<file path="config.mk">
export PLATFORM = sky130hd
export DESIGN_NAME = v65_ctrl
export DESIGN_NICKNAME = d
export VERILOG_FILES = /design/src/rtl/v65_ctrl.sv
export SDC_FILE = /design/constraint.sdc
export NUM_CORES = 1
export LEC_CHECK = 0
export ABC_AREA = 1
export CAP_MARGIN = 10
export CORE_ASPECT_RATIO = 0.7
export CORE_MARGIN = 5
export CORE_UTILIZATION = 45
export DETAILED_ROUTE_END_ITERATION = 6
export GPL_TIMING_DRIVEN = 0
export SYNTH_ARGS = -nofsm -noshare
export SYNTH_HDL_FRONTEND = slang
export SYNTH_SLANG_ARGS = --single-unit
export TNS_END_PERCENT = 20
</file>
<file path="constraint.sdc">
create_clock -name c -period 4.7 [get_ports c]
set_input_delay 0.47 -clock c [delete_from_list [all_inputs] [get_ports c]]
set_output_delay 0.47 -clock c [all_outputs]
set_load 0.02 [all_outputs]
</file>
<file path="src/rtl/v65_ctrl.sv">
// ============================================================================
// v65_ctrl -- program sequencer for the 4-bit accumulator ALU
//
// Holds a 2**ADDR_W x 8-bit program store that is loaded while the block is
// not running. A run pulse starts execution at address 0. From then on it
// issues one instruction per clock as an ALU opcode/operand pair (k/d). The
// ALU's registered flags are read back for conditional jumps. A loop counter
// supports counted loops.
//
// Optional feature (macro V65_CTRL_STEP_EN):
//   When defined, a `step` input gates execution in RUN. An instruction
//   executes only in cycles with step=1. With step=0 the outputs are NOP and
//   pc, lc and state hold.
//   When undefined, there is no step port and RUN executes every cycle.
//
// Ports:
//   c          in   clock, all state updates on posedge
//   r          in   asynchronous active-high reset
//   run        in   start request (honoured in IDLE and HALT)
//   step       in   execute enable (only with V65_CTRL_STEP_EN)
//   we/wa/wd   in   program store write port (ignored in RUN)
//   cf/zf/nf   in   registered ALU flags
//   k          out  ALU opcode: 00 add, 01 or, 10 and, 11 xor
//   d          out  ALU operand
//   pc         out  current program counter
//   busy       out  high in RUN
//   done       out  high in HALT
//   dbg_state  out  FSM state (00 IDLE, 01 RUN, 10 HALT)
//   dbg_lc     out  loop counter
//
// Handshake: there is no valid/ready pair. run is a level sampled on posedge
// in IDLE/HALT. we is a level that writes on every posedge while not in RUN.
// k/d are valid every cycle and are consumed by the ALU on every posedge.
// ============================================================================
module v65_ctrl #(
    parameter int ADDR_W = 4,
    parameter int LOOP_W = 4
) (
    input  logic              c,
    input  logic              r,
    input  logic              run,
`ifdef V65_CTRL_STEP_EN
    input  logic              step,
`endif
    input  logic              we,
    input  logic [ADDR_W-1:0] wa,
    input  logic [7:0]        wd,
    input  logic              cf,
    input  logic              zf,
    input  logic              nf,
    output logic [1:0]        k,
    output logic [3:0]        d,
    output logic [ADDR_W-1:0] pc,
    output logic              busy,
    output logic              done,
    output logic [1:0]        dbg_state,
    output logic [LOOP_W-1:0] dbg_lc
);

    localparam logic [1:0] S_IDLE = 2'd0;
    localparam logic [1:0] S_RUN  = 2'd1;
    localparam logic [1:0] S_HALT = 2'd2;

    // OR with zero: holds the accumulator, ALU clears cf.
    localparam logic [1:0] NOP_K = 2'b01;
    localparam logic [3:0] NOP_D = 4'b0000;

    logic [1:0]        r_state;
    logic [ADDR_W-1:0] r_pc;
    logic [LOOP_W-1:0] r_lc;
    logic [7:0]        r_store [0:(1<<ADDR_W)-1];

    logic [7:0]        w_ins;
    logic              w_exec;
    logic              w_cond;
    logic [ADDR_W-1:0] w_pc_inc;
    logic [ADDR_W-1:0] w_target;

    assign w_ins    = r_store[r_pc];
    assign w_pc_inc = r_pc + ADDR_W'(1);   // wraps from the last address to 0
    assign w_target = ADDR_W'(w_ins[3:0]);

`ifdef V65_CTRL_STEP_EN
    assign w_exec = (r_state == S_RUN) && step;
`else
    assign w_exec = (r_state == S_RUN);
`endif

    // Jump condition. The flags reflect the instruction executed last cycle
    // because the ALU registered them on the edge that ended it.
    always_comb begin
        w_cond = 1'b0;
        case (w_ins[5:4])
            2'b00:   w_cond = 1'b1;
            2'b01:   w_cond = zf;
            2'b10:   w_cond = nf;
            default: w_cond = cf;
        endcase
    end

    // Combinational opcode/operand. The ALU registers these on the same edge
    // that advances pc, so execution adds no latency. Anything that is not an
    // executing ALU instruction drives NOP. This includes IDLE, HALT and
    // stalled steps, and also reset, since the state resets asynchronously.
    always_comb begin
        k = NOP_K;
        d = NOP_D;
        if (w_exec && (w_ins[7:6] == 2'b00)) begin
            k = w_ins[5:4];
            d = w_ins[3:0];
        end
    end

    always_ff @(posedge c or posedge r) begin
        if (r) begin
            r_state <= S_IDLE;
            r_pc    <= '0;
            r_lc    <= '0;
        end else begin
            case (r_state)
                S_IDLE, S_HALT: begin
                    // lc deliberately survives a restart from HALT.
                    if (run) begin
                        r_state <= S_RUN;
                        r_pc    <= '0;
                    end
                end
                S_RUN: begin
                    if (w_exec) begin
                        case (w_ins[7:6])
                            2'b00: r_pc <= w_pc_inc;
                            2'b01: r_pc <= w_cond ? w_target : w_pc_inc;
                            2'b10: begin
                                if (r_lc != '0) begin
                                    r_lc <= r_lc - LOOP_W'(1);
                                    r_pc <= w_target;
                                end else begin
                                    r_pc <= w_pc_inc;
                                end
                            end
                            default: begin
                                case (w_ins[5:4])
                                    2'b00: r_state <= S_HALT;  // pc holds
                                    2'b01: begin
                                        r_lc <= LOOP_W'(w_ins[3:0]);
                                        r_pc <= w_pc_inc;
                                    end
                                    default: r_pc <= w_pc_inc;
                                endcase
                            end
                        endcase
                    end
                end
                default: r_state <= S_IDLE;
            endcase
        end
    end

    // The store has no reset, so its contents survive r. Writes are blocked
    // only in RUN. A write in the same IDLE cycle as run lands before the
    // first fetch.
    always_ff @(posedge c) begin
        if (we && (r_state != S_RUN)) begin
            r_store[wa] <= wd;
        end
    end

    assign pc        = r_pc;
    assign busy      = (r_state == S_RUN);
    assign done      = (r_state == S_HALT);
    assign dbg_state = r_state;
    assign dbg_lc    = r_lc;

endmodule

</file>
==> out/metrics.cfg <==
[run_status]
status = finished clean

[pwr]
pwr-share-comb_pct = 44.6
internal_power_mw = 2.89
vdd_ir_drop_max_mv = 0.331
seqPwrFrac_pct = 29.3
cellLeakagePower_nw = 2.69
p_sw_mw = 2.08
p_per_area_nw_per_um2 = 681
clkPwrFrac_pct = 26.1
switching_share_pct = 41.8

[timing]
max_clock_freq_ghz = 0.237
rsz0062_at_grt = no
setup_viol = 0
fin_skew_ps = 9.14
tightest_slew_ps = 1150
slew_violations = 0
min_period_over_period_pct = 89.7
hold_viol = 0
slew_headroom_pct = 22.8
fin_crit_ps = 4220
fin_tns_setup_ps = 0

[drt]
num_vias = 4411
drcViolationCount = 0
routed.top_layer = met4
drtAntennaViolNets = 0
viasPerCell = 5.46
met2_length_microns = 7080
wl_microns = 16100
wl_met1_microns = 7460
drt-initial-drc-count = 560
drt_first_pass_iters = 5
wl_met3_microns = 1420
post_drt_wl_per_cell_microns = 20.0

[yosys]
synth_top_area_cell = edfxtp_1
synthTopCellsByArea = edfxtp_1 (63%), nor2_1 (5.9%), nand2_1 (4.8%)
synth_nets = 580
ys_types = 32
seq_area_frac_synth_pct = 66.7
synthCells = 555
synth_seq_cells = 138
syn-cell-area_sq_um = 6130
syn_area_per_cell_sq_um = 11.1
synth_top_cell_area_share_pct = 62.7
yosys_warnings = 0

[clock_network]
clkSinkCount = 138
clk_latency_ps = 420
cts_setup_buffers = 0
ctsRootBufferMaster = clkbuf_16
cts_max_level = 4
numCtsBuffers = 17
cts.clk_slew.worst_paths_ps = 60
post_cts_resized = 0
hold_buffers = 0
clk_path_buf_depth = 2
cts_tree = yes

[floorplan]
rows = 35
core_area_sq_um = 13300
num_io_pins = 37
die_y_microns = 108
initial_utilization_pct = 46.2
die_x_microns = 150
fp.dieArea_sq_um = 16100

[critical_path]
cp-end-kind = output port
cp_max_fo = 10
cp_slowest_cell = clkdlybuf4s50_1
critical_path.cell_chain = buf_6 > clkbuf_1 > clkbuf_1 > o21ai_0 > o221ai_1 > nand3_1 > nand2_1 > inv_1 > ha_1 > inv_1 > nor2_1 > inv_1 > nor2_1 > clkdlybuf4s50_1
slowest_delay_ps = 540
required_ps = 4230
crit_top_cell = inv_1
path_buf_inv = 7
path_class = reg2out
cp_top_family = buffers and inverters
arrival_ps = 3750
startpoint_type = register

[global_route]
grt_pass1_wl_microns = 24200
grt_pass1_vias = 4056
gr-total-overflow = 0
grt_max_degree = 17
grt_use_total_pct = 20.8
antenna_found_initial = 0

[place]
gp_congestion = 0.871
dpl.hpwl_microns = 10800
dp_cells = 776
portBuffers = 36

[layout]
seq_area_sq_um = 4090
n_fill_cell = 1174
area_growth_pct = 19.1
multi_input_area_sq_um = 1690
post-route-util_pct = 55.0
final_cells = 808
mostFrequentLayoutCells = edfxtp_1 (128), nor2_1 (97), nand2_1 (78)
drive_gt1_share_pct = 10.9
diodes = 0
final_common_cell = edfxtp_1
nets = 635

[min_path]
hold_path_class = in2async

[run]
cap_viol_max_count = 0

==> through the flow <==
step,hold WS [ps],power [mW],cell area (sq um),setup slack (ps)
after floorplan,310,2.94,6130,1900
after global placement,512,3.63,6730,994
after detailed placement,510,3.65,6730,971
after CTS,368,4.96,7300,511
after global routing,410,5.27,7300,209
final,384,4.97,7300,485
==> final timing paths <==
path / start / to / slack [ps] / depth (start not counted)
hold reg to reg: dbg_state[0] / dbg_state[0] / 520 / 1
setup / recovery: pc[0] / d[2] / 480 / 14
hold / removal: r / pc[2] / 380 / 2
min in group c: dbg_state[0] / dbg_state[0] / 520 / 1
setup reg to reg: pc[0] / dbg_lc[2] / 1280 / 14
max in group asynchronous: r / pc[1] / 3960 / 2
==> synth_stat cells <==
cell / instances
nor2_1: 97
dfrtp_1: 10
o21ai_1: 8
nand2_2: 4
xor2_1: 2
nand3_1: 45
buf_4: 4
buf_2: 10
a21oi_4: 1
buf_1: 1
nand3_2: 4
inv_2: 3
edfxtp_1: 128
or2_1: 1
ha_1: 6
clkinv_1: 1
o211ai_1: 21
nand2_4: 1
a21oi_1: 9
nand2_1: 78
inv_6: 1
nor2_2: 2
o221ai_2: 1
xnor2_1: 1
clkbuf_1: 5
buf_6: 5
o221ai_1: 6
nand4_1: 1
o21ai_0: 51
o22ai_1: 3
or2_0: 1
inv_1: 44
==> layout make-up <==
class	instances	share of cell area (%)
Buffer	25	2.18
Clock buffer	17	5.83
Clock inverter	15	2.07
Inverter	49	2.59
Multi-Input combinational cell	343	23.2
Sequential cell	138	56.1
Tap cell	185	3.17
Timing Repair Buffer	36	4.93
==> flip-flops by register name, summed over array words and instances (netlist names) <==
register / cells
dbg_state: 2
dbg_lc: 4
r_store: 128
pc: 4
==> kinds of logic after synthesis <==
group	Yosys count	synth area share, %
AO/OA/AOI/OAI	100	9.79
XOR/XNOR	3	0.428
adder cells (fa/ha/maj)	6	1.22
buffers and inverters	74	5.67
flip-flops	138	66.7
AND/OR/NAND/NOR	234	16.1
==> layer usage <==
layer	track usage (%)	vias to the layer above
li1	-	2046
met2	29.6	194
met4	5.03	0
met1	31.6	2152
met3	5.77	19
met5	0	-
==> power by group through the flow <==
stage / sequential (mW) / combinational, mW / clock [mW]
after CTS: 1.46 / 2.18 / 1.32
after global routing: 1.46 / 2.43 / 1.38
after detailed placement: 1.48 / 2.17 / 0
final: 1.46 / 2.22 / 1.30
after floorplan: 1.52 / 1.42 / 0
after global placement: 1.48 / 2.15 / 0
No activity file was read; power rests on OpenSTA's default activity.
